<file path="config.mk">
export PLATFORM = sky130hd
export DESIGN_NAME = local_div
export DESIGN_NICKNAME = d
export VERILOG_FILES = /design/src/rtl/local_div.sv
export SDC_FILE = /design/constraint.sdc
export NUM_CORES = 1
export LEC_CHECK = 0
export CAP_MARGIN = 20
export CELL_PAD_IN_SITES_DETAIL_PLACEMENT = 1
export CELL_PAD_IN_SITES_GLOBAL_PLACEMENT = 2
export CORE_UTILIZATION = 30
export CTS_CLUSTER_SIZE = 30
export DETAILED_ROUTE_END_ITERATION = 8
export PLACE_DENSITY_LB_ADDON = 0.1
export SLEW_MARGIN = 30
export SYNTH_ARGS = -nofsm -noshare
export SYNTH_HDL_FRONTEND = slang
export SYNTH_SLANG_ARGS = --single-unit
</file>
<file path="constraint.sdc">
create_clock -name clock -period 6.4 [get_ports clock]
set_clock_uncertainty 0.1 [all_clocks]
set_input_delay 0.96 -clock clock [delete_from_list [all_inputs] [get_ports clock]]
set_output_delay 0.96 -clock clock [all_outputs]
set_load 0.005 [all_outputs]
</file>
<file path="src/rtl/local_div.sv">
// local_div: iterative radix-2 restoring divider, one quotient bit per enabled clock.
// Signed mode divides magnitudes and fixes signs in a final cycle. The quotient
// truncates toward zero and the remainder takes the sign of the numerator.
module local_div #(
    parameter int    LPA_WIDTHN         = 32,
    parameter int    LPA_WIDTHD         = 32,
    parameter string LPA_REPRESENTATION = "SIGNED"
) (
    input  logic                  clock,
    input  logic                  aclr,
    input  logic                  clken,
    input  logic                  start,
    input  logic [LPA_WIDTHN-1:0] numer,
    input  logic [LPA_WIDTHD-1:0] denom,
    output logic [LPA_WIDTHN-1:0] quotient,
    output logic [LPA_WIDTHD-1:0] remain,
    output logic                  busy,
    output logic                  done,
    output logic                  div_by_zero
);

    localparam int unsigned WN        = LPA_WIDTHN;
    localparam int unsigned WD        = LPA_WIDTHD;
    localparam int unsigned CNT_W     = (WN > 1) ? $clog2(WN) : 1;
    localparam bit          IS_SIGNED = (LPA_REPRESENTATION == "SIGNED");

    typedef enum logic [1:0] {
        IDLE = 2'd0,
        CALC = 2'd1,
        FIX  = 2'd2
    } state_t;

    state_t             state_q, state_d;
    logic [WN-1:0]      num_q, num_d;       // numerator bits shift out the top, quotient bits shift in the bottom
    logic [WD-1:0]      den_q, den_d;       // denominator magnitude
    logic [WD-1:0]      pr_q, pr_d;         // partial remainder
    logic [CNT_W-1:0]   cnt_q, cnt_d;
    logic               q_neg_q, q_neg_d;
    logic               r_neg_q, r_neg_d;
    logic [WN-1:0]      quot_q, quot_d;
    logic [WD-1:0]      rem_q, rem_d;
    logic               busy_q, busy_d;
    logic               done_q, done_d;
    logic               dz_q, dz_d;

    logic               numer_neg;
    logic               denom_neg;
    logic [WN-1:0]      numer_mag;
    logic [WD-1:0]      denom_mag;
    logic [WD:0]        pr_shift;
    logic [WD:0]        pr_sub;
    logic               trial_ok;

    // Operand magnitudes and the one-bit trial-subtract step
    always_comb begin
        numer_neg = IS_SIGNED && numer[WN-1];
        denom_neg = IS_SIGNED && denom[WD-1];
        numer_mag = numer_neg ? (~numer + WN'(1)) : numer;
        denom_mag = denom_neg ? (~denom + WD'(1)) : denom;
        pr_shift  = {pr_q, num_q[WN-1]};
        pr_sub    = pr_shift - {1'b0, den_q};
        trial_ok  = (pr_shift >= {1'b0, den_q});
    end

    // Next-state and next-output logic; nothing changes while clken is low
    always_comb begin
        state_d = state_q;
        num_d   = num_q;
        den_d   = den_q;
        pr_d    = pr_q;
        cnt_d   = cnt_q;
        q_neg_d = q_neg_q;
        r_neg_d = r_neg_q;
        quot_d  = quot_q;
        rem_d   = rem_q;
        busy_d  = busy_q;
        done_d  = done_q;
        dz_d    = dz_q;

        if (clken) begin
            done_d = 1'b0;
            case (state_q)
                IDLE: begin
                    if (start) begin
                        num_d   = numer_mag;
                        den_d   = denom_mag;
                        pr_d    = '0;
                        cnt_d   = CNT_W'(WN - 1);
                        q_neg_d = numer_neg ^ denom_neg;
                        r_neg_d = numer_neg;
                        busy_d  = 1'b1;
                        state_d = CALC;
                    end
                end
                CALC: begin
                    pr_d  = trial_ok ? WD'(pr_sub) : WD'(pr_shift);
                    num_d = {num_q[WN-2:0], trial_ok};
                    if (cnt_q == '0) begin
                        state_d = FIX;
                    end else begin
                        cnt_d = cnt_q - CNT_W'(1);
                    end
                end
                FIX: begin
                    // A zero divisor yields all-ones quotient; the remainder path
                    // then reproduces the low numerator bits on its own.
                    if (den_q == '0) begin
                        quot_d = '1;
                    end else begin
                        quot_d = q_neg_q ? (~num_q + WN'(1)) : num_q;
                    end
                    rem_d   = r_neg_q ? (~pr_q + WD'(1)) : pr_q;
                    dz_d    = (den_q == '0);
                    busy_d  = 1'b0;
                    done_d  = 1'b1;
                    state_d = IDLE;
                end
                default: begin
                    state_d = IDLE;
                end
            endcase
        end
    end

    // State and output registers with asynchronous clear
    always_ff @(posedge clock or posedge aclr) begin
        if (aclr) begin
            state_q <= IDLE;
            num_q   <= '0;
            den_q   <= '0;
            pr_q    <= '0;
            cnt_q   <= '0;
            q_neg_q <= 1'b0;
            r_neg_q <= 1'b0;
            quot_q  <= '0;
            rem_q   <= '0;
            busy_q  <= 1'b0;
            done_q  <= 1'b0;
            dz_q    <= 1'b0;
        end else begin
            state_q <= state_d;
            num_q   <= num_d;
            den_q   <= den_d;
            pr_q    <= pr_d;
            cnt_q   <= cnt_d;
            q_neg_q <= q_neg_d;
            r_neg_q <= r_neg_d;
            quot_q  <= quot_d;
            rem_q   <= rem_d;
            busy_q  <= busy_d;
            done_q  <= done_d;
            dz_q    <= dz_d;
        end
    end

    assign quotient    = quot_q;
    assign remain      = rem_q;
    assign busy        = busy_q;
    assign done        = done_q;
    assign div_by_zero = dz_q;

endmodule
</file>
==> results.sh <==
export IMPL_outcome="completed"
export IMPL_pre_cts_slack_ns=2.37
export IMPL_root_buffer="clkbuf_16"
export IMPL_ys_top_cells_by_area="dfrtp_1 (39%), o21ai_0 (7.7%), xor2_1 (7.0%)"
export IMPL_hold_violations=0
export IMPL_cts_setup_buffers=0
export IMPL_postRouteAntennaNets=0
export IMPL_floorplan_rows=70
export IMPL_critical_path_peak_fanout=13
export IMPL_peakVddDrop_mv=0.255
export IMPL_gp_congestion=0.814
export IMPL_cts_inserted_buffers=17
export IMPL_p_sw_frac=0.440
export IMPL_capturing_element_type_of_the_critical_path="flop"
export IMPL_placed_cells_incl_taps=1846
export IMPL_synth_top_area_cell="dfrtp_1"
export IMPL_fraction_of_layout_instances_using_a_drive_strength_above_1=0.0553
export IMPL_area_growth_pct=21.9
export IMPL_synth_cell_area_sq_um=11100
export IMPL_worst_r2r_path_depth=11
export IMPL_crit_start="pr_q[19]$_DFFE_PP0P_"
export IMPL_synth_edf_count=0
export IMPL_crit_reg2reg_launch="pr_q[19]$_DFFE_PP0P_"
export IMPL_share_of_power_burned_in_registers=0.321
export IMPL_clk_latency_ns=0.44
export IMPL_antenna_violations_before_repair=0
export IMPL_drt_first_iter_violations=420
export IMPL_maxCapViolCount=0
export IMPL_synth_ff_latch_count=172
export IMPL_grt_start_max_net_pins=93
export IMPL_synth_sequential_area_ratio=0.389
export IMPL_die_h_um=194
export IMPL_port_buffer_count=134
export IMPL_whs_path_depth=2
export IMPL_hp_class="flop to flop"
export IMPL_finalNonFillerCells=1878
export IMPL_h_tree_depth=4
export IMPL_power_frac_comb=0.470
export IMPL_routedWlPerCell_um=18.8
export IMPL_critical_path_class="flop to flop"
export IMPL_ys_top_cells_by_count="nand2_1 (198), dfrtp_1 (172), o21ai_0 (170)"
export IMPL_layout_nets=1504
export IMPL_cts_hold_buffers_added=0
export IMPL_maxClockFrequency_mhz=270
export IMPL_hp_start="remain[9]$_DFFE_PP0P_"
export IMPL_synth_async_reset_ratio=1.00
export IMPL_syn_inst=1293
export IMPL_hold_slack_ns=0.378
export IMPL_route_vias_total=9645
export IMPL_cp_start_kind="flop"
export IMPL_start_util=0.304
export IMPL_finalPower_mw=5.39
export IMPL_final_max_slew_viol_count=0
export IMPL_cts_resized=0
export IMPL_track_usage=0.193
export IMPL_insertedDiodeCount=0
export IMPL_dp_final_hpwl_mm=26.7
export IMPL_worst_max_slew_pin_slew_ns=0.949
export IMPL_floorplan_core_area_sq_um=36400
export IMPL_synth_top_cell_area_share=0.389
export IMPL_placed_area_sq_um=12900
export IMPL_die_width_um=194
export IMPL_synth_main_ff_cell="dfrtp_1"
export IMPL_grt_setup_unrepaired="no"
export IMPL_nFillCells=4301
export IMPL_power_share_clock=0.209
export IMPL_cts_reportedPaths_clkPinSlew_ns=0.07
export IMPL_power_per_cell_area_nw_per_um2=399
export IMPL_yosysWarnings=0
export IMPL_total_switching_power_mw=2.37
export IMPL_final_standard_cell_area_without_fillers_sq_um=13500
export IMPL_cell_internal_pwr_mw=3.02
export IMPL_floorplan_die_area_sq_um=37700
export IMPL_fin_crit_sh=0.579
export IMPL_setup_violations_final=0
export IMPL_postRouteWirelength_mm=35.4
export IMPL_dr_pass1_iters=5
export IMPL_number_of_global_route_vias_before_repair=9869
export IMPL_clk_path_buf_depth=2
export IMPL_first_pass_grt_wire_length_mm=57.4
export IMPL_post_synth_top_count_cell="nand2_1"
export IMPL_post_route_drc_violation_count=0
export IMPL_cp_required_ns=6.58
export IMPL_ioPinCount=135
export IMPL_globalRouteOverflowTotal=0
export IMPL_finalSetupTns_ns=0
export IMPL_fin_util=0.371
export IMPL_max_slew_margin_rel=0.367
export IMPL_clock_sinks=172
export IMPL_synth_nets=1400
export IMPL_p_leak_nw=5.73
export IMPL_worst_ep_arrival_time_ns=3.89
export IMPL_synth_cell_types=61
export IMPL_post_drt_via_cell_ratio=5.14
export IMPL_average_cell_area_after_synthesis_sq_um=8.57
export IMPL_post_route_worst_setup_slack_ns=2.69
export IMPL_clock_tree_from_tritoncts="done"
export IMPL_final_min_clock_period_ns=3.71
## power by group through the flow
stage	Combinational [mW]	Sequential, mW	Clock [mW]
final	2.53	1.73	1.12
after global routing	2.85	1.78	1.19
after detailed placement	2.53	1.75	0
after floorplan	1.87	1.55	0
after CTS	2.55	1.72	1.16
after global placement	2.52	1.74	0
## worst max-delay path, cell delays in order, from the launching register on
cell,delay (ns)
dfrtp_1,0.50
ha_1,0.53
and3_1,0.26
and3_1,0.23
and3_1,0.19
nand3_1,0.07
o21ai_0,0.15
and3_1,0.21
or3_1,0.57
buf_4,0.39
mux2i_1,0.25
o21ai_0,0.10
## final cells by class
| cell class | count | area [sq um] | area share |
|---|---|---|---|
| flip-flops and latches | 172 | 4310 | 0.319 |
| clock buffers | 19 | 433 | 0.0321 |
| well taps | 468 | 586 | 0.0434 |
| repair buffers | 149 | 1450 | 0.107 |
| multi-input cells | 1003 | 6340 | 0.470 |
| inverters | 54 | 208 | 0.0154 |
| clock inverters | 13 | 180 | 0.0133 |
## final timing paths
check / to / slack [ns]
min: remain[9]$_DFFE_PP0P_ / 0.38
max reg2reg: pr_q[9]$_DFFE_PP0P_ / 2.69
max in group asynchronous: q_neg_q$_DFFE_PP0P_ / 4.11
min reg2reg: remain[9]$_DFFE_PP0P_ / 0.38
min in group asynchronous: num_q[12]$_DFFE_PP0P_ / 0.89
max: pr_q[9]$_DFFE_PP0P_ / 2.69
## state kept, by name, summed over array words and instances (netlist names)
name	count
remain	32
div_by_zero	1
state_q	2
r_neg_q	1
pr_q	32
q_neg_q	1
busy	1
cnt_q	5
num_q	32
den_q	32
quotient	32
done	1
## cell families after synthesis
group           after synthesis  share of synthesized area
compound gates              386                      0.211
buf+inv                     118                     0.0403
flops                       172                      0.389
fa+ha+maj                    39                     0.0447
simple gates                406                      0.177
mux                          23                     0.0208
xor+xnor                    149                      0.118
## per-layer routing
layer	routed length [um]	part of all wire	GRT usage	vias up
li1	-	-	-	4812
met1	20000	0.57	0.307	4661
met2	14000	0.40	0.272	151
met3	1090	0.031	0.0284	21
met4	269	0.0076	0.0362	0
met5	0	0	0	-
## cell usage in the layout (no fill, tap or decap), types with 16 or more instances in the layout
cell type,netlist,layout
nand2_1,198,197
clkdlybuf4s50_1,0,133
xor2_1,89,89
a21oi_1,69,69
inv_1,54,53
nor2_1,59,57
and3_1,16,16
dfrtp_1,172,171
mux2i_1,23,23
o21ai_0,170,170
ha_1,38,38
xnor2_1,60,60
or3_1,24,24
clkbuf_16,0,17
o31ai_1,30,30
a21o_1,17,17
nor4_1,18,18
o22ai_1,29,29
Note: power is estimated with default switching activity, not from simulation.
